$ cat config.mk
export PLATFORM = sky130hd
export DESIGN_NAME = if_stage
export DESIGN_NICKNAME = d
export VERILOG_FILES = /design/src/rtl/riscv_pkg.sv /design/src/rtl/pc_reg.sv /design/src/rtl/if_stage.sv
export SDC_FILE = /design/constraint.sdc
export NUM_CORES = 1
export LEC_CHECK = 0
export ABC_AREA = 1
export BUFFER_PORTS_ARGS = -buffer_cell sky130_fd_sc_hd__buf_4
export CELL_PAD_IN_SITES_DETAIL_PLACEMENT = 1
export CELL_PAD_IN_SITES_GLOBAL_PLACEMENT = 2
export CORE_ASPECT_RATIO = 0.9
export CORE_MARGIN = 1.5
export CORE_UTILIZATION = 33
export DETAILED_ROUTE_END_ITERATION = 8
export HOLD_SLACK_MARGIN = 0.1
export PLACE_DENSITY_LB_ADDON = 0.1
export SYNTH_ARGS = -nofsm -noshare
export SYNTH_HDL_FRONTEND = slang
export SYNTH_SLANG_ARGS = --single-unit
$ cat constraint.sdc
create_clock -name clk -period 2.2 [get_ports clk]
set_input_delay 0.22 -clock clk [delete_from_list [all_inputs] [get_ports clk]]
set_output_delay 0.22 -clock clk [all_outputs]
set_load 0.03 [all_outputs]
$ cat src/rtl/riscv_pkg.sv
// Shared definitions for the RISC-V front end.
//   RESET_PC_DEFAULT : default first fetch address after reset
//   NOP_INSTR        : canonical NOP (addi x0, x0, 0) used for IF/ID bubbles
//   if_state_t       : fetch FSM state encoding
//   align_word()     : clears the two low address bits of a byte address
package riscv_pkg;

  localparam logic [31:0] RESET_PC_DEFAULT = 32'h0000_0000;
  localparam logic [31:0] NOP_INSTR        = 32'h0000_0013;

  typedef enum logic [1:0] {
    ST_REQ  = 2'd0,
    ST_WAIT = 2'd1,
    ST_HOLD = 2'd2,
    ST_DROP = 2'd3
  } if_state_t;

  function automatic logic [31:0] align_word(input logic [31:0] addr);
    return {addr[31:2], 2'b00};
  endfunction

endpackage

$ cat src/rtl/pc_reg.sv
// Program counter register with redirect mux and +4 incrementer.
// Ports:
//   clk, rst_n : clock, asynchronous active-low reset (pc <= RESET_PC)
//   redirect   : load the word-aligned target; wins over advance
//   target     : redirect target address
//   advance    : step pc by 4 (wraps modulo 2^32)
//   pc         : current fetch address
module pc_reg
  import riscv_pkg::*;
#(
  parameter logic [31:0] RESET_PC = RESET_PC_DEFAULT
) (
  input  logic        clk,
  input  logic        rst_n,
  input  logic        redirect,
  input  logic [31:0] target,
  input  logic        advance,
  output logic [31:0] pc
);

  always_ff @(posedge clk or negedge rst_n) begin
    if (!rst_n) begin
      pc <= RESET_PC;
    end else if (redirect) begin
      pc <= align_word(target);
    end else if (advance) begin
      pc <= pc + 32'd4;
    end
  end

endmodule

$ cat src/rtl/if_stage.sv
// Instruction fetch stage: one outstanding request, 1-entry hold buffer for
// responses that arrive while IF/ID is stalled, and the IF/ID register.
// Ports:
//   clk, rst_n                      : clock, asynchronous active-low reset
//   stall                           : hazard unit holds IF/ID
//   branch_taken, pc_branch         : EX-stage redirect pulse and target
//   imem_req_valid/ready/addr       : fetch request handshake
//   imem_rsp_valid/data             : instruction response
//   ifid_valid/pc/pc_plus4/instr    : IF/ID pipeline register
//
// state | meaning
// ------+---------------------------------------------------------------
// REQ   | request pending on the bus at address pc
// WAIT  | request accepted, waiting for its response
// HOLD  | response captured in the hold buffer, waiting for stall to drop
// DROP  | a redirect orphaned the outstanding request; discard its response
module if_stage
  import riscv_pkg::*;
#(
  parameter logic [31:0] RESET_PC = RESET_PC_DEFAULT
) (
  input  logic        clk,
  input  logic        rst_n,
  input  logic        stall,
  input  logic        branch_taken,
  input  logic [31:0] pc_branch,
  output logic        imem_req_valid,
  input  logic        imem_req_ready,
  output logic [31:0] imem_req_addr,
  input  logic        imem_rsp_valid,
  input  logic [31:0] imem_rsp_data,
  output logic        ifid_valid,
  output logic [31:0] ifid_pc,
  output logic [31:0] ifid_pc_plus4,
  output logic [31:0] ifid_instr
);

  if_state_t   state, state_nxt;
  logic        req_enable;
  logic [31:0] pc;
  logic [31:0] fetch_pc;
  logic        hold_valid;
  logic [31:0] hold_pc;
  logic [31:0] hold_instr;
  logic        req_fire;
  logic        deliver_rsp;
  logic        deliver_hold;
  logic        capture_hold;
  logic [31:0] src_pc;

  pc_reg #(.RESET_PC(RESET_PC)) u_pc_reg (
    .clk      (clk),
    .rst_n    (rst_n),
    .redirect (branch_taken),
    .target   (pc_branch),
    .advance  (req_fire),
    .pc       (pc)
  );

  // req_enable keeps the request low for the first cycle after reset release.
  assign imem_req_valid = req_enable && (state == ST_REQ);
  assign imem_req_addr  = pc;
  assign req_fire       = imem_req_valid && imem_req_ready;

  always_comb begin
    state_nxt    = state;
    deliver_rsp  = 1'b0;
    deliver_hold = 1'b0;
    capture_hold = 1'b0;
    case (state)
      ST_REQ:  if (req_fire) state_nxt = ST_WAIT;
      ST_WAIT: begin
        if (imem_rsp_valid) begin
          if (stall) begin
            capture_hold = 1'b1;
            state_nxt    = ST_HOLD;
          end else begin
            deliver_rsp  = 1'b1;
            state_nxt    = ST_REQ;
          end
        end
      end
      ST_HOLD: begin
        if (!stall) begin
          deliver_hold = hold_valid;
          state_nxt    = ST_REQ;
        end
      end
      ST_DROP: if (imem_rsp_valid) state_nxt = ST_REQ;
    endcase
    // A redirect overrides everything; if a request is still in flight (or
    // was just accepted) its response must be swallowed in DROP.
    if (branch_taken) begin
      deliver_rsp  = 1'b0;
      deliver_hold = 1'b0;
      capture_hold = 1'b0;
      if ((((state == ST_WAIT) || (state == ST_DROP)) && !imem_rsp_valid) || req_fire) begin
        state_nxt = ST_DROP;
      end else begin
        state_nxt = ST_REQ;
      end
    end
  end

  assign src_pc = deliver_hold ? hold_pc : fetch_pc;

  always_ff @(posedge clk or negedge rst_n) begin
    if (!rst_n) begin
      state      <= ST_REQ;
      req_enable <= 1'b0;
      fetch_pc   <= 32'd0;
    end else begin
      state      <= state_nxt;
      req_enable <= 1'b1;
      if (req_fire) fetch_pc <= pc;
    end
  end

  always_ff @(posedge clk or negedge rst_n) begin
    if (!rst_n) begin
      hold_valid <= 1'b0;
      hold_pc    <= 32'd0;
      hold_instr <= NOP_INSTR;
    end else if (branch_taken) begin
      hold_valid <= 1'b0;
    end else if (capture_hold) begin
      hold_valid <= 1'b1;
      hold_pc    <= fetch_pc;
      hold_instr <= imem_rsp_data;
    end else if (deliver_hold) begin
      hold_valid <= 1'b0;
    end
  end

  always_ff @(posedge clk or negedge rst_n) begin
    if (!rst_n) begin
      ifid_valid    <= 1'b0;
      ifid_pc       <= 32'd0;
      ifid_pc_plus4 <= 32'd0;
      ifid_instr    <= NOP_INSTR;
    end else if (branch_taken) begin
      ifid_valid <= 1'b0;
      ifid_instr <= NOP_INSTR;
    end else if (deliver_rsp || deliver_hold) begin
      ifid_valid    <= 1'b1;
      ifid_pc       <= src_pc;
      ifid_pc_plus4 <= src_pc + 32'd4;
      ifid_instr    <= deliver_hold ? hold_instr : imem_rsp_data;
    end else if (!stall) begin
      ifid_valid <= 1'b0;
      ifid_instr <= NOP_INSTR;
    end
  end

endmodule

==> impl_metrics.csv <==
group,metric,value,unit
run_status,status,"finished clean",
finish,nNetsFinal,1689,
finish,reg.largest.list,"hold_instr (32), ifid_instr (32)",
floorplanning,std_cell_rows,62,
clock_tree,clock_latency,550,ps
critical_path,timing.rr.start,"state[0]",
finish,num-fill-cells,3824,
critical_path,crit_slowest_cell,"dfrtp_2",
detailed_routing,drt-met1-wl,17400,um
synthesis,synthAdderAreaFrac,0.234,%
critical_path,cp_data_required_time,2620,ps
global_routing,grt_max_degree,65,
placed_design,dp_slack,-2.36,ps
clock_tree,tritoncts,"done",
critical_path,cpPeakStageDelay,430,ps
synthesis,synth-simple-area-share,28.6,%
timing,tns,0,ps
placed_design,io_buffer_count,191,
detailed_routing,drt-total-wl,34100,um
detailed_routing,vias,9645,
critical_path,rr_worst_depth,14,
detailed_routing,postRouteAntennaNets,0,
global_routing,grt_util_all_layers,20.4,%
critical_path,crit_top_cell,"nor2_4",
global_routing,grt_pass1_vias,9906,
synthesis,synth-main-ff-cell,"dfrtp_1",
timing,grt_setup_unrepaired,"yes",
timing,hold_viol_final,0,
power,total_power,16.8,mW
detailed_routing,dr_wl_met3,1010,um
timing,tightest_slew,564,ps
synthesis,yosys-top-cells-area,"dfrtp_1, nand2_1, o21ai_0",
timing,min_period,2140,ps
finish,area_growth,41.8,%
critical_path,cpLargestDelayFamily,"simple AND/OR/NAND/NOR gates",
floorplanning,start_util,33.5,%
placed_design,dpl.hpwl,23100,um
detailed_routing,drc,0,
synthesis,yosysTopAreaCellShare,49.9,%
hold_path,whs_path_depth,5,
global_routing,gr-total-overflow,0,
timing,finalWorstSetupSlack,62.0,ps
detailed_routing,dr_wl_met2,15100,um
timing,finalMaxSlewViolations,0,
critical_path,startpoint_type,"flop",
synthesis,syn_avg_cell_area,8.18,um2
floorplanning,die_h,174,um
critical_path,endpoint_kind,"flop",
synthesis,synth_most_common_cell,"nand2_1",
clock_tree,cts_buffers,27,
synthesis,synth_edf_count,0,
floorplanning,die_area,33400,um2
synthesis,synth_compound_area_share,9.52,%
critical_path,crit_type,"reg2reg",
synthesis,yosysWarnings,0,
finish,diodes,0,
global_routing,grt_pass1_wl,54500,um
timing,skew,20.6,ps
critical_path,r2r-end,"ifid_pc_plus4[26]",
clock_tree,numClockSinks,219,
timing,max_freq,468,MHz
synthesis,synth_top_family_by_area,"simple AND/OR/NAND/NOR gates",
synthesis,yosysTopAreaCell,"dfrtp_1",
synthesis,synth-async-reset-ratio,100,%
critical_path,cp_num_buf_inv,2,
flow_run,cap_viol_max_count,0,
clock_tree,ctsHtreeMaxLevel,1,
critical_path,crit_fanout,6,
synthesis,syn_inst,1304,
critical_path,r2r_slack,60,ps
critical_path,crit_chain,"inv_2, nand2_2, nor2_4, buf_6, nand3_4, nand2_4, ha_4, nand2_2, nor2_4, nand2_4, nor2_4, nand3_1, nand3_1, nand2_1",
power,leakagePower,7.51,nW
synthesis,synth-xor-area-share,2.63,%
synthesis,netlist_area,10700,um2
synthesis,synth_cell_types,40,
clock_tree,ctsLongestPathBuffers,3,
hold_path,holdPathEnd,"fetch_pc[31]",
clock_tree,cts.clk_slew.worst_paths,60,ps
global_routing,antenna_found_initial,0,
synthesis,seq_area_frac_synth,51.4,%
placed_design,gp_congestion,0.753,
detailed_routing,first_pass_iters,4,
power,pwr_density_cell,1110,nW/um2
synthesis,synth_commonest_cells,"nand2_1, dfrtp_1, o21ai_0, inv_1, nand3_1",
finish,layout-drive-gt1-share,28.5,%
detailed_routing,routedWlPerCell,16.6,um
synthesis,synth-seq-cells,219,
detailed_routing,avgViaCountPerCell,4.70,
detailed_routing,highest_layer,"met4",
floorplanning,io_pins,200,
critical_path,crit_arrival,2560,ps
clock_tree,cts_root_buf,"clkbuf_16",
hold_path,holdCritStartpoint,"imem_req_ready",
power,ir_drop,941,uV
timing,fin_crit_sh,97.2,%
floorplanning,core-area,31900,um2
detailed_routing,drtIter0Drc,461,
hold_path,hold_class,"in2reg",
timing,setup_viol,0,
synthesis,synthMuxAreaShare,0.375,%
floorplanning,die_width,193,um
timing,slew_headroom,62.4,%
-- report_power, final --
| group | internal (mW) | switching [mW] | total, mW |
|---|---|---|---|
| Sequential | 5.35 | 0.963 | 6.32 |
| Combinational | 2.18 | 3.57 | 5.75 |
| Clock | 2.88 | 1.80 | 4.69 |
| Total | 10.4 | 6.34 | 16.8 |
-- cells in the final DEF (no fill, tap or decap), drive strengths merged, types with 6 or more instances in the layout --
cell type    count
clkinv           7
nor2            70
xor2            30
o221ai          14
dfstp            6
dlygate4sd3     68
conb             7
buf            278
dfrtp          213
nand2          502
clkbuf          37
o21ai          142
o211ai          13
inv            108
nor3            10
nand3           97
-- metal layers --
| metal | up-vias | GRT usage [%] |
|---|---|---|
| met5 | - | 0 |
| met1 | 4674 | 31.0 |
| li1 | 4766 | - |
| met4 | 0 | 3.68 |
| met2 | 170 | 31.2 |
| met3 | 35 | 2.29 |
-- per-stage QoR --
stage	utilization [%]	instances	area (um2)	hold WS [ps]
CTS	45.7	2026	14600	118
detailed placement	40.4	1905	12900	177
global placement	40.4	1905	12900	179
floorplan	-	1309	10700	-75.6
global route	47.5	2053	15100	164
finish	47.5	2053	15100	149
-- final cells by class --
cell class	count	area [um2]	area share [%]
Sequential cell	219	5490	36.3
Clock inverter	13	174	1.15
Multi-Input combinational cell	913	4780	31.6
Clock buffer	36	759	5.02
Inverter	109	417	2.75
Tap cell	416	520	3.44
Timing Repair Buffer	347	2990	19.8
-- worst max-delay path by stage --
stage | slack, ps | from | end | depth (start not counted)
floorplan | 130 | u_pc_reg.pc[2] | u_pc_reg.pc[28] | 12
global placement | 50 | state[0] | ifid_pc_plus4[27] | 13
detailed placement | -2 | state[0] | ifid_pc_plus4[23] | 13
CTS | 10 | state[0] | ifid_pc_plus4[27] | 14
global route | -70 | state[0] | ifid_pc_plus4[26] | 14
finish | 60 | state[0] | ifid_pc_plus4[26] | 14
-- logic make-up (layout without fill, tap and decap cells) --
group	after synthesis	count (layout)
AO/OA/AOI/OAI	181	181
XOR/XNOR	32	32
adder cells (fa/ha/maj)	2	2
buffers and inverters	177	505
flip-flops	219	219
multiplexers	4	4
other	2	7
AND/OR/NAND/NOR	687	687
-- worst reg2reg max path: stages (launching register included) --
cell and delay [ps]:
dfrtp_2 430, inv_2 70, nand2_2 60, nor2_4 180, buf_6 120, nand3_4 80, nand2_4 80, ha_4 140
nand2_2 60, nor2_4 180, nand2_4 120, nor2_4 230, nand3_1 110, nand3_1 100, nand2_1 50
-- timing repair --
action / CTS / global route
resized for setup: 4 / 87
gates cloned: 1 / 1
pin swaps: 5 / 30
setup buffers: 3 / 27
hold endpoints to repair: 307 / 0
endpoints found under the setup margin: 6 / 39
hold buffers: 68 / 0
Note: power is estimated with default switching activity, not from simulation.
